`src/rtl/i2s_master_stereo_pkg.sv`:
```
// Shared constants and parameter legality check for the stereo I2S transmitter.
// Latency: n/a (constants and a pure function only).
// Backpressure: n/a.
package i2s_master_stereo_pkg;

    localparam int MODE_I2S = 0;
    localparam int MODE_LJ  = 1;

    // Elaboration-time sanity check of the parameter set.
    function automatic bit i2s_params_ok(input int smp_w, input int slot_w,
                                         input int bck_div, input int mclk_div,
                                         input int mode);
        return (smp_w >= 1) && (smp_w <= slot_w)
            && (bck_div >= 2) && (bck_div % 2 == 0)
            && (mclk_div >= 2) && (mclk_div % 2 == 0)
            && (bck_div % mclk_div == 0)
            && ((mode == MODE_I2S) || (mode == MODE_LJ));
    endfunction

endpackage

```
`src/rtl/i2s_clkgen.sv`:
```
// Counter-based generator for SCK/BCK/LCK plus tick and frame-start strobes.
// Latency: clock outputs are registered one CLK behind the counter state.
// Backpressure: none; free-running once out of reset.
module i2s_clkgen #(
    parameter int SLOT_W   = 32,
    parameter int BCK_DIV  = 4,
    parameter int MCLK_DIV = 2
) (
    input  logic clk,
    input  logic rst_n,
    output logic run,
    output logic tick,
    output logic frame_start,
    output logic sck,
    output logic bck,
    output logic lck
);

    localparam int CW = $clog2(BCK_DIV);
    localparam int BW = $clog2(2 * SLOT_W);
    localparam int MW = $clog2(MCLK_DIV);

    localparam logic [CW-1:0] C_MAX  = CW'(BCK_DIV - 1);
    localparam logic [CW-1:0] C_HALF = CW'(BCK_DIV / 2);
    localparam logic [BW-1:0] B_MAX  = BW'(2 * SLOT_W - 1);
    localparam logic [BW-1:0] B_HALF = BW'(SLOT_W);
    localparam logic [MW-1:0] M_MAX  = MW'(MCLK_DIV - 1);
    localparam logic [MW-1:0] M_HALF = MW'(MCLK_DIV / 2);

    logic [CW-1:0] c_q, c_d;
    logic [BW-1:0] b_q, b_d;
    logic [MW-1:0] m_q, m_d;
    logic          run_q, run_d;
    logic          sck_q, sck_d;
    logic          bck_q, bck_d;
    logic          lck_q, lck_d;

    // Counter advance and clock-level decode; counters hold until the first edge after reset.
    always_comb begin
        c_d   = c_q;
        b_d   = b_q;
        m_d   = m_q;
        run_d = 1'b1;
        if (run_q) begin
            m_d = (m_q == M_MAX) ? '0 : m_q + MW'(1);
            if (c_q == C_MAX) begin
                c_d = '0;
                b_d = (b_q == B_MAX) ? '0 : b_q + BW'(1);
            end else begin
                c_d = c_q + CW'(1);
            end
        end
        sck_d = (m_q >= M_HALF);
        bck_d = (c_q >= C_HALF);
        lck_d = (b_q >= B_HALF);
    end

    // State and clock output flops.
    always_ff @(posedge clk or negedge rst_n) begin
        if (!rst_n) begin
            c_q   <= '0;
            b_q   <= '0;
            m_q   <= '0;
            run_q <= 1'b0;
            sck_q <= 1'b0;
            bck_q <= 1'b0;
            lck_q <= 1'b0;
        end else begin
            c_q   <= c_d;
            b_q   <= b_d;
            m_q   <= m_d;
            run_q <= run_d;
            sck_q <= sck_d;
            bck_q <= bck_d;
            lck_q <= lck_d;
        end
    end

    assign run         = run_q;
    assign tick        = run_q && (c_q == '0);
    assign frame_start = tick && (b_q == '0);
    assign sck         = sck_q;
    assign bck         = bck_q;
    assign lck         = lck_q;

endmodule

```
`src/rtl/i2s_master_stereo.sv`:
```
// Stereo I2S / left-justified transmitter with a one-deep L/R holding buffer.
// Latency: a buffered pair goes out in the next frame; DIN is one BCK later in I2S mode.
// Backpressure: SMP_READY low while the buffer holds a pair; empty frames repeat the last pair.
module i2s_master_stereo
    import i2s_master_stereo_pkg::*;
#(
    parameter int SMP_W    = 16,
    parameter int SLOT_W   = 32,
    parameter int BCK_DIV  = 4,
    parameter int MCLK_DIV = 2,
    parameter int MODE     = 0
) (
    input  logic             CLK,
    input  logic             RESET_N,
    input  logic [SMP_W-1:0] L_SMP,
    input  logic [SMP_W-1:0] R_SMP,
    input  logic             SMP_VALID,
    output logic             SMP_READY,
    output logic             SCK,
    output logic             BCK,
    output logic             LCK,
    output logic             DIN,
    output logic             FRAME,
    output logic             UNDERRUN
);

    localparam int SR_W  = 2 * SLOT_W;
    localparam int PAD_W = SLOT_W - SMP_W;

    generate
        if (!i2s_params_ok(SMP_W, SLOT_W, BCK_DIV, MCLK_DIV, MODE)) begin : g_bad_params
            $error("i2s_master_stereo: illegal parameter combination");
        end
    endgenerate

    logic run, tick, frame_start;

    i2s_clkgen #(
        .SLOT_W   (SLOT_W),
        .BCK_DIV  (BCK_DIV),
        .MCLK_DIV (MCLK_DIV)
    ) u_clkgen (
        .clk         (CLK),
        .rst_n       (RESET_N),
        .run         (run),
        .tick        (tick),
        .frame_start (frame_start),
        .sck         (SCK),
        .bck         (BCK),
        .lck         (LCK)
    );

    logic             full_q, full_d;
    logic [SMP_W-1:0] buf_l_q, buf_l_d;
    logic [SMP_W-1:0] buf_r_q, buf_r_d;
    logic [SR_W-1:0]  shift_q, shift_d;
    logic             dly_q, dly_d;
    logic [SLOT_W-1:0] l_slot, r_slot;
    logic             xfer;

    // Samples sit MSB-aligned in their slot; buffer contents double as the last-sample hold.
    assign l_slot = SLOT_W'(buf_l_q) << PAD_W;
    assign r_slot = SLOT_W'(buf_r_q) << PAD_W;

    assign SMP_READY = run && !full_q;
    assign xfer      = SMP_VALID && SMP_READY;

    // Buffer handshake, frame load / shift, and I2S one-bit delay.
    always_comb begin
        full_d  = full_q;
        buf_l_d = buf_l_q;
        buf_r_d = buf_r_q;
        shift_d = shift_q;
        dly_d   = dly_q;
        if (tick) begin
            dly_d = shift_q[SR_W-1];
            if (frame_start) begin
                shift_d = {l_slot, r_slot};
            end else begin
                shift_d = {shift_q[SR_W-2:0], 1'b0};
            end
        end
        if (frame_start) begin
            full_d = 1'b0;
        end
        // A transfer on the frame-start cycle is stored after the load took the old pair.
        if (xfer) begin
            buf_l_d = L_SMP;
            buf_r_d = R_SMP;
            full_d  = 1'b1;
        end
    end

    // Datapath flops.
    always_ff @(posedge CLK or negedge RESET_N) begin
        if (!RESET_N) begin
            full_q  <= 1'b0;
            buf_l_q <= '0;
            buf_r_q <= '0;
            shift_q <= '0;
            dly_q   <= 1'b0;
        end else begin
            full_q  <= full_d;
            buf_l_q <= buf_l_d;
            buf_r_q <= buf_r_d;
            shift_q <= shift_d;
            dly_q   <= dly_d;
        end
    end

    assign DIN      = (MODE == MODE_LJ) ? shift_q[SR_W-1] : dly_q;
    assign FRAME    = frame_start;
    assign UNDERRUN = frame_start && !full_q;

endmodule

```
`config.mk`:
```
export PLATFORM = sky130hd
export DESIGN_NAME = i2s_master_stereo
export DESIGN_NICKNAME = d
export VERILOG_FILES = /design/src/rtl/i2s_master_stereo_pkg.sv /design/src/rtl/i2s_clkgen.sv /design/src/rtl/i2s_master_stereo.sv
export SDC_FILE = /design/constraint.sdc
export NUM_CORES = 1
export LEC_CHECK = 0
export ABC_AREA = 1
export BUFFER_PORTS_ARGS = -buffer_cell sky130_fd_sc_hd__buf_2
export CORE_ASPECT_RATIO = 0.5
export CORE_UTILIZATION = 30
export CTS_BUF_LIST = sky130_fd_sc_hd__clkbuf_16
export CTS_CLUSTER_DIAMETER = 60
export CTS_CLUSTER_SIZE = 12
export DETAILED_ROUTE_END_ITERATION = 10
export PLACE_DENSITY = 0.55
export SLEW_MARGIN = 20
export SYNTH_ARGS = -nofsm -noshare
export SYNTH_HDL_FRONTEND = slang
export SYNTH_SLANG_ARGS = --single-unit
```
`constraint.sdc`:
```
create_clock -name CLK -period 4.2 [get_ports CLK]
set_clock_uncertainty 0.1 [all_clocks]
set_input_delay 0.42 -clock CLK [delete_from_list [all_inputs] [get_ports CLK]]
set_output_delay 0.42 -clock CLK [all_outputs]
set_load 0.01 [all_outputs]
```
==> summary.md, run 1 <==
## Critical path
• nand2_4 — most frequent cell on the critical path
• 3680 ps — critical path required time
• flip-flop — critical path launch point type
• 50 — top fanout value on the critical path
• simple AND/OR/NAND/NOR gates — top cell family by delay on the critical path
• 520 ps — maximum cell stage delay along the critical path
• reg -> out — kind of critical path
• inv_1, ha_1, nand2_4, nor2_8, nand2_4, nor2_1, buf_2 — series of cell instances along the critical path
• output pin — sort of element at the end of the critical path
• 2780 ps — arrival time at the worst endpoint
• 2 — critical path buffer and inverter count
• nor2_8 — Critical Path Slowest Stage Cell

## CTS
• yes — TritonCTS clock tree
• 340 ps — latest clock arrival within the worst-skew pair
• 0 — hold_buf cts
• 60 ps — Reg clk slew, reported paths
• 0 — number of buffers added for setup after CTS
• 3 — maximum level of the CTS H-tree
• 2 — maximum buffer depth of the clock tree
• 0 — post-CTS resize count
• clkbuf_16 — Clk Tree Root Cell
• 9 — total clock buffers created by CTS
• 95 — TritonCTS Sinks

## Yosys
• 8.383 um^2 — mean instance size in the synthesized netlist
• dfrtp_1, nand2_1, nand3_1 — biggest area contributors in the synthesized netlist
• 23 — distinct cell type count after synthesis
• nand2_1 — most frequent cell after synthesis
• 0.04628 — area fraction in compound gates after synthesis
• 516 — Gate Count Post-Synth
• 0.01446 — arithmetic-cell share of the synthesized area counting full adders, half adders and majority gates
• 1.000 — async set-or-reset flop fraction in the synthesized netlist
• simple AND/OR/NAND/NOR gates — dominant combinational cell family by area after synthesis
• 0.5496 — share of Yosys cell area claimed by the top area cell type
• 0 — Yosys warning total
• 0.2696 — simple-gate share of the synthesized area
• 95 — number of flip-flops and latches in the synthesized netlist
• 0 — fraction of synthesized area in multiplexers
• 0.006075 — xor and xnor area share after synthesis
• 556 — net count of the mapped netlist
• dfrtp_1 — dominant synthesized flop cell
• 0 — Post-synth EDFFs
• 0.5496 — Seq/Total Area, Yosys
• 4325 um^2 — area of the mapped netlist
• nand2_1, dfrtp_1, nand3_1, inv_1, nor2_1 — commonest cells in the netlist
• dfrtp_1 — most area-hungry cell type in the Yosys netlist

## Die
• 13810 um^2 — Core Region
• 86.91 um — y dimension of the die
• 171.8 um — Die Span X
• 14930 um^2 — die area
• 30 — count of standard-cell rows
• 42 — Ports
• 0.3131 — initial core utilization

## Detailed routing
• 0 — remaining design rule violation count
• 4 — number of detailed-route iterations in the first pass
• 3143 — total vias in the final route
• 0 — post-route antenna net violation count
• 180 — Starting DRT DRC Count
• 10.79 um — final routed wire length divided by cell count
• 4.259 — mean number of vias per cell
• 7966 um — total wire length

## Timing
• 0 — # setup viols final
• no — RSZ-0062 raised after global routing
• 895.9 ps — transition time at the pin with the least slew margin
• 0 ps — final sum of negative setup slack
• 0 — final number of max-transition violations
• 105.2 ps — Post-Route Hold Slack
• 0 — final hold violation count
• 3303 ps — post-layout minimum cycle time
• 0.4027 — worst max-slew margin expressed relative to the limit
• 896.9 ps — Worst Setup Slack, final
• 0.7865 — period utilization
• 0.3027 GHz — highest clock rate

## Layout
• 0 — final antenna diode count
• 0.1190 — fraction of layout instances using a drive strength above 1
• 4843 um^2 — final cell area excluding filler cells
• 11.98% — signed area change from the synthesized netlist to the final layout
• 582 — nets

## Status
• complete, no violations — status

## Power and ir drop
• 3.028 mW — post-layout total power
• 625.2 nW/um^2 — power density normalized to cell area
• 0.1833 mV — largest voltage drop on the vdd net
• 2.692 nW — leakage power of the design

## Place
• 41 — Port Buf Inserts
• 4895 um — placed wire-length estimate after detailed placement
• 0.6761 — weighted congestion reported at the end of routability-driven placement
• 1214 ps — placement-stage worst setup slack
• 4584 um^2 — Placed Instance Area

## Global route
• 73 — maximum number of pins on one net before global-route repair
• 0.1210 — Total Routing Usage GR
• 3046 — via count of the first global-routing pass
• 0 — residual overflow from global routing
• 14170 um — wire length of the first global-routing pass
• 0 — antenna violations before repair

## Min path
• in -> async — path type of the worst min-delay path

## Job
• 0 — count of maximum capacitance violations

cells in the final DEF (no fill, tap or decap), drive strengths merged, types with 3 or more instances in the layout:
cell	n
nand2	147
dfrtp	95
nand3	81
inv	73
buf	44
nor2	38
a21oi	34
clkbuf	9
o21ai	6
clkinv	6
ha	5
xor2	3
through the flow:
step	utilization	std cells
final	0.3506	738
after global routing	0.3506	738
after CTS	0.3503	738
after detailed placement	0.3319	723
after global placement	0.3319	723
after floorplan	-	516
metal layers:
metal,global-route usage,part of all wire,vias to the layer above
li1,-,-,1637
met1,0.1586,0.52,1465
met2,0.1873,0.43,34
met3,0.04680,0.037,7
met4,0.03138,0.011,0
met5,0,0,-
flip-flops by register name, indices dropped and copies added, names as in the netlist, 2 cells and up:
| signal | count |
|---|---|
| u_clkgen.b_q | 6 |
| buf_r_q | 16 |
| buf_l_q | 16 |
| u_clkgen.c_q | 2 |
| shift_q | 48 |
where the power goes:
| part | internal (mW) | switching (mW) |
|---|---|---|
| Combinational | 0.301 | 0.586 |
| Sequential | 1.27 | 0.151 |
| Clock | 0.389 | 0.333 |
| Total | 1.96 | 1.07 |
cell type report:
type | count | area [um^2]
fillers | 1464 | 8970
flip-flops and latches | 95 | 2377
multi-input cells | 318 | 1464
inverters | 74 | 277.8
well taps | 192 | 240.2
repair buffers | 44 | 230.2
clock buffers | 9 | 225.2
clock inverters | 6 | 28.78
kinds of logic after synthesis:
group | after synthesis
AO/OA/AOI/OAI | 40
adder cells (fa/ha/maj) | 5
buffers and inverters | 103
other | 1
XOR/XNOR | 3
flip-flops | 95
AND/OR/NAND/NOR | 269
worst paths after layout:
check                                     to  slack [ps]       startpoint  cells after the start
worst max-delay path                UNDERRUN         900  u_clkgen.c_q[0]                      7
worst min-delay path             buf_l_q[13]         110          RESET_N                      1
worst max register to register   shift_q[17]        1520  u_clkgen.c_q[0]                      7
worst min register to register  u_clkgen.sck         300     u_clkgen.m_q                      0
max in group asynchronous         buf_r_q[9]        3060          RESET_N                      2
min in group CLK                  buf_l_q[1]         220         L_SMP[1]                      3
(Power assumes the default switching activity.)
==> run 2, diff against run 1 <==
- clock period: 4.2 -> 3.46 ns (I/O delays scaled with it)
==> run 2 against run 1 <==
Sequential share of layout area is 0.80 points lower. Clock power is 34% higher. Sequential power is 21% higher. Cell count is 0.68% higher. Non-clock buffer count is 4 higher. Via count is 1.3% lower. Routed wire length is 1.9% higher. Largest power group unchanged. Highest routed layer unchanged.
==> summary.md, run 2 (synthesis results as in run 1) <==
## Status
• complete, no violations — status

## Layout
• shift_q: 48 flops, buf_l_q: 16 flops, buf_r_q: 16 flops — Regs by FF count
• shift_q — largest register by flop count
• 0.1270 — fraction of layout instances using a drive strength above 1
• nand2_1 — most frequent standard cell in the layout excluding fill and tap cells
• 0 — final antenna diode count
• 13.83% — signed area change from the synthesized netlist to the final layout
• 48 — max FFs per register
• 586 — nets
• nand2_1, dfrtp_1, nand3_1 — most frequent cells in the layout

## Power and ir drop
• 0.3456 — Sw Ratio
• 0.255 — clock network power share
• 0.455 — Seq pwr share
• 0.2250 mV — largest voltage drop on the vdd net
• 0.290 — Comb power frac
• 1.306 mW — net switching power
• 767.5 nW/um^2 — power density normalized to cell area
• 2.473 mW — cell-internal power
• 2.742 nW — leakage power of the design

## Die
• 171.8 um — Die Span X
• 86.91 um — y dimension of the die
• 30 — count of standard-cell rows
• 0.3131 — initial core utilization
• 42 — Ports
• 13810 um^2 — Core Region
• 14930 um^2 — die area

## Critical path
• reg -> out — kind of critical path
• 49 — top fanout value on the critical path
• inv_1, ha_1, nand2_4, nor2_8, nand2_4, buf_4, inv_2, buf_2 — series of cell instances along the critical path
• 3010 ps — critical path required time
• 7 — number of cells traversed by the worst register-to-register path
• nand2_4 — most frequent cell on the critical path
• flip-flop — critical path launch point type
• 8 — number of cells on the critical path
• output pin — sort of element at the end of the critical path
• 2270 ps — arrival time at the worst endpoint
• nand2_4 — Critical Path Slowest Stage Cell
• 430 ps — maximum cell stage delay along the critical path
• buffers and inverters — top cell family by delay on the critical path
• 4 — critical path buffer and inverter count

## CTS
• clkbuf_16 — Clk Tree Root Cell
• 95 — TritonCTS Sinks
• 9 — total clock buffers created by CTS
• yes — TritonCTS clock tree
• 2 — maximum buffer depth of the clock tree
• 3 — maximum level of the CTS H-tree
• 330 ps — latest clock arrival within the worst-skew pair
• 70 ps — Reg clk slew, reported paths
• 0 — post-CTS resize count

## Timing
• 0.3678 GHz — highest clock rate
• 0 — final hold violation count
• 0.5941 — worst max-slew margin expressed relative to the limit
• 0 — # setup viols final
• no — RSZ-0062 raised after global routing
• 0.7858 — period utilization
• 608.4 ps — transition time at the pin with the least slew margin
• 0 ps — final sum of negative setup slack
• 2719 ps — post-layout minimum cycle time
• 0 — final number of max-transition violations
• 151.5 ps — Post-Route Hold Slack

## Global route
• 65 — maximum number of pins on one net before global-route repair
• 0 — residual overflow from global routing
• 0.1230 — Total Routing Usage GR
• 0 — antenna violations before repair
• 3136 — via count of the first global-routing pass
• 14570 um — wire length of the first global-routing pass

## Place
• 4928 um — placed wire-length estimate after detailed placement
• 0.6864 — weighted congestion reported at the end of routability-driven placement
• 41 — Port Buf Inserts

## Detailed routing
• 3102 — total vias in the final route
• 4.175 — mean number of vias per cell
• 8118 um — total wire length
• 170 — Starting DRT DRC Count
• 10.93 um — final routed wire length divided by cell count
• 4 — number of detailed-route iterations in the first pass
• 0 — remaining design rule violation count
• 0 — post-route antenna net violation count

## Min path
• in -> reg — path type of the worst min-delay path
• 3 — worst hold stages

## Job
• 0 — count of maximum capacitance violations

## run 2: stage by stage
step                      power [mW]  setup slack [ps]  utilization  cell area (um^2)  std cells
after floorplan                2.590              1736            -              4325        516
after global placement         2.831              1079       0.3344              4619        726
after detailed placement       2.857              1054       0.3344              4619        726
after CTS                      3.848             685.2       0.3561              4918        743
after global routing           4.097             552.3       0.3564              4923        743
final                          3.779             741.2       0.3564              4923        743
## run 2: cell type report
| cell class | instances | area, um^2 |
|---|---|---|
| Clock buffer | 9 | 225.2 |
| Multi-Input combinational cell | 318 | 1464 |
| Sequential cell | 95 | 2377 |
| Timing Repair Buffer | 48 | 275.3 |
| Inverter | 74 | 277.8 |
| Tap cell | 192 | 240.2 |
| Fill cell | 1478 | 8890 |
| Clock inverter | 7 | 63.81 |
## run 2: path summary, 6_finish.rpt
path	from	to	slack [ps]
min in group asynchronous	RESET_N	buf_l_q[15]	450
setup / recovery	u_clkgen.c_q[0]	FRAME	740
max in group asynchronous	RESET_N	shift_q[45]	2030
hold reg to reg	u_clkgen.m_q	u_clkgen.sck	310
hold / removal	L_SMP[15]	buf_l_q[15]	150
setup reg to reg	u_clkgen.c_q[0]	shift_q[53]	1240
## run 2: metal layers
| metal | GRT usage | share of wire | vias up | wire (um) |
|---|---|---|---|---|
| met5 | 0 | 0 | - | 0 |
| met4 | 0.03620 | 0.012 | 0 | 100 |
| met3 | 0.03271 | 0.032 | 7 | 259 |
| met2 | 0.1995 | 0.44 | 25 | 3539 |
| met1 | 0.1623 | 0.52 | 1425 | 4219 |
| li1 | - | - | 1645 | - |
## run 2: worst register-to-register path, delay by kind of cell (launching register included)
kind	cells	cell delay [ps]
flops	1	390
fa+ha+maj	1	230
buf+inv	3	790
simple gates	3	600
## run 2: repair_timing
action,4_1_cts,5_1_grt
endpoints found under the hold margin,41,0
hold buffers,1,0
endpoints found under the setup margin,0,0
setup buffers,0,0
## run 2: power groups by stage
stage / Combinational [mW] / Clock [mW] / Sequential (mW)
2_1_floorplan: 0.880 / 0 / 1.71
3_3_place_gp: 1.10 / 0 / 1.73
3_5_place_dp: 1.11 / 0 / 1.74
4_1_cts: 1.12 / 0.999 / 1.73
5_1_grt: 1.28 / 1.04 / 1.78
6_report: 1.09 / 0.964 / 1.72
==> run 3, diff against run 2 <==
- PLACE_DENSITY: 0.55 -> 0.57
- clock period: 3.46 -> 2.5 ns (I/O delays scaled with it)
==> run 3 against run 2 <==
Worst hold slack got worse by 110 ps. Critical endpoint is now UNDERRUN. Worst setup slack got worse by 590 ps. Critical path depth fell by 1. Global-route usage rose by 0.083 points.
==> summary.md, run 3 (synthesis results as in run 1) <==
## Place
• 5319 um — placed wire-length estimate after detailed placement
• 41 — Port Buf Inserts
• 0.7212 — weighted congestion reported at the end of routability-driven placement
• 448.7 ps — placement-stage worst setup slack

## Timing
• no — RSZ-0062 raised after global routing
• 152.5 ps — Worst Setup Slack, final
• 0.4260 GHz — highest clock rate
• 0 — # setup viols final
• 2348 ps — post-layout minimum cycle time
• 0 ps — final sum of negative setup slack
• 0 — final number of max-transition violations
• 0 — final hold violation count
• 0.9390 — period utilization

## CTS
• 340 ps — latest clock arrival within the worst-skew pair
• 9 — total clock buffers created by CTS
• 3 — maximum level of the CTS H-tree
• yes — TritonCTS clock tree
• 0 — post-CTS resize count
• clkbuf_16 — Clk Tree Root Cell
• 95 — TritonCTS Sinks
• 2 — maximum buffer depth of the clock tree
• 60 ps — Reg clk slew, reported paths
• 0 — number of buffers added for setup after CTS

## Layout
• shift_q: 48 flops, buf_l_q: 16 flops, buf_r_q: 16 flops — Regs by FF count
• 0.1284 — fraction of layout instances using a drive strength above 1
• nand2_1, dfrtp_1, nand3_1 — most frequent cells in the layout
• 48 — max FFs per register
• nand2_1 — most frequent standard cell in the layout excluding fill and tap cells
• 14.58% — signed area change from the synthesized netlist to the final layout
• shift_q — largest register by flop count
• 0.3588 — final cell utilization of the core
• 0 — final antenna diode count
• 589 — nets
• 1456 — FILL cells

## Detailed routing
• 4 — number of detailed-route iterations in the first pass
• 253 um — length of routed met3 wiring
• 0 — remaining design rule violation count
• 3583 um — Met2 Wirelength
• 4.224 — mean number of vias per cell
• 0 — post-route antenna net violation count
• 4354 um — routed metal-1 wire length
• 8280 um — total wire length
• 3147 — total vias in the final route
• met4 — DR top layer
• 117 — Starting DRT DRC Count
• 11.11 um — final routed wire length divided by cell count

## Global route
• 0.1239 — Total Routing Usage GR
• 0 — antenna violations before repair
• 3025 — via count of the first global-routing pass
• 0 — residual overflow from global routing
• 60 — maximum number of pins on one net before global-route repair
• 14500 um — wire length of the first global-routing pass

## Job
• 0 — count of maximum capacitance violations

## Status
• complete, no violations — status

## Die
• 171.8 um — Die Span X
• 14930 um^2 — die area
• 30 — count of standard-cell rows
• 13810 um^2 — Core Region
• 86.91 um — y dimension of the die
• 0.3131 — initial core utilization
• 42 — Ports

## Power and ir drop
• 0.3418 — Sw Ratio
• 0.287 — Comb power frac
• 0.448 — Seq pwr share
• 1.829 mW — net switching power
• 1080 nW/um^2 — power density normalized to cell area
• 0.3355 mV — largest voltage drop on the vdd net
• 0.265 — clock network power share
• 2.756 nW — leakage power of the design
• 3.522 mW — cell-internal power

## Min path
• in -> reg — path type of the worst min-delay path
• 3 — worst hold stages
• R_SMP[0] — source of the worst hold timing path

## Critical path
• reg -> out — kind of critical path
• u_clkgen.c_q[0] — worst r2r src
• 38 — top fanout value on the critical path
• u_clkgen.c_q[1] — origin of the worst setup path
• flip-flop — critical path launch point type
• 2000 ps — arrival time at the worst endpoint
• output pin — sort of element at the end of the critical path
• 470 ps — setup slack of the most critical reg-to-reg path
• 2150 ps — critical path required time
• 9 — number of cells traversed by the worst register-to-register path

==> run 3: cell type report <==
class,instances,area (um^2),share of cell area
multi-input combinational,318,1459,0.2944
tap,192,240.2,0.04847
clock buffer,9,225.2,0.04544
clock inverter,6,78.83,0.01591
sequential,95,2377,0.4797
inverter,74,277.8,0.05605
timing repair buffer,51,297.8,0.06009
==> run 3: power groups by stage <==
stage	clock, mW	combinational [mW]	sequential (mW)
2_1_floorplan	0	1.22	2.37
3_3_place_gp	0	1.52	2.41
3_5_place_dp	0	1.56	2.41
4_1_cts	1.45	1.56	2.40
5_1_grt	1.52	1.80	2.46
6_report	1.42	1.54	2.40
==> run 3: final timing paths <==
check                               end
setup / recovery               UNDERRUN
hold / removal               buf_r_q[0]
setup reg to reg            shift_q[58]
hold reg to reg            u_clkgen.sck
max in group asynchronous   buf_r_q[14]
min in group asynchronous   buf_l_q[11]
==> run 3: worst max-delay path, cell delays in order, from the launching register on <==
cell and delay [ps]:
dfrtp_1 410, inv_1 90, ha_1 190, nand2_4 200
nor2_8 180, nand2_4 250, nor2_1 170, buf_2 150
==> run 3: repair_timing <==
action                                 CTS  global route
setup endpoints to repair                0             0
endpoints found under the hold margin   36             0
hold buffers                             1             0
==> run 3: through the flow <==
stage          hold slack (ps)  power, mW  area, um^2  cells
5_1_grt                  53.55      5.778        4956    745
3_5_place_dp             155.5      3.976        4642    729
6_report                 43.86      5.352        4956    745
4_1_cts                  37.63      5.410        4956    745
3_3_place_gp             155.3      3.931        4642    729
2_1_floorplan           -145.6      3.585        4325    516
==> run 3: routing by layer <==
layer	global-route usage	vias up
li1	-	1648
met1	0.1700	1450
met2	0.1884	40
met3	0.03816	9
met4	0.03620	0
met5	0	-
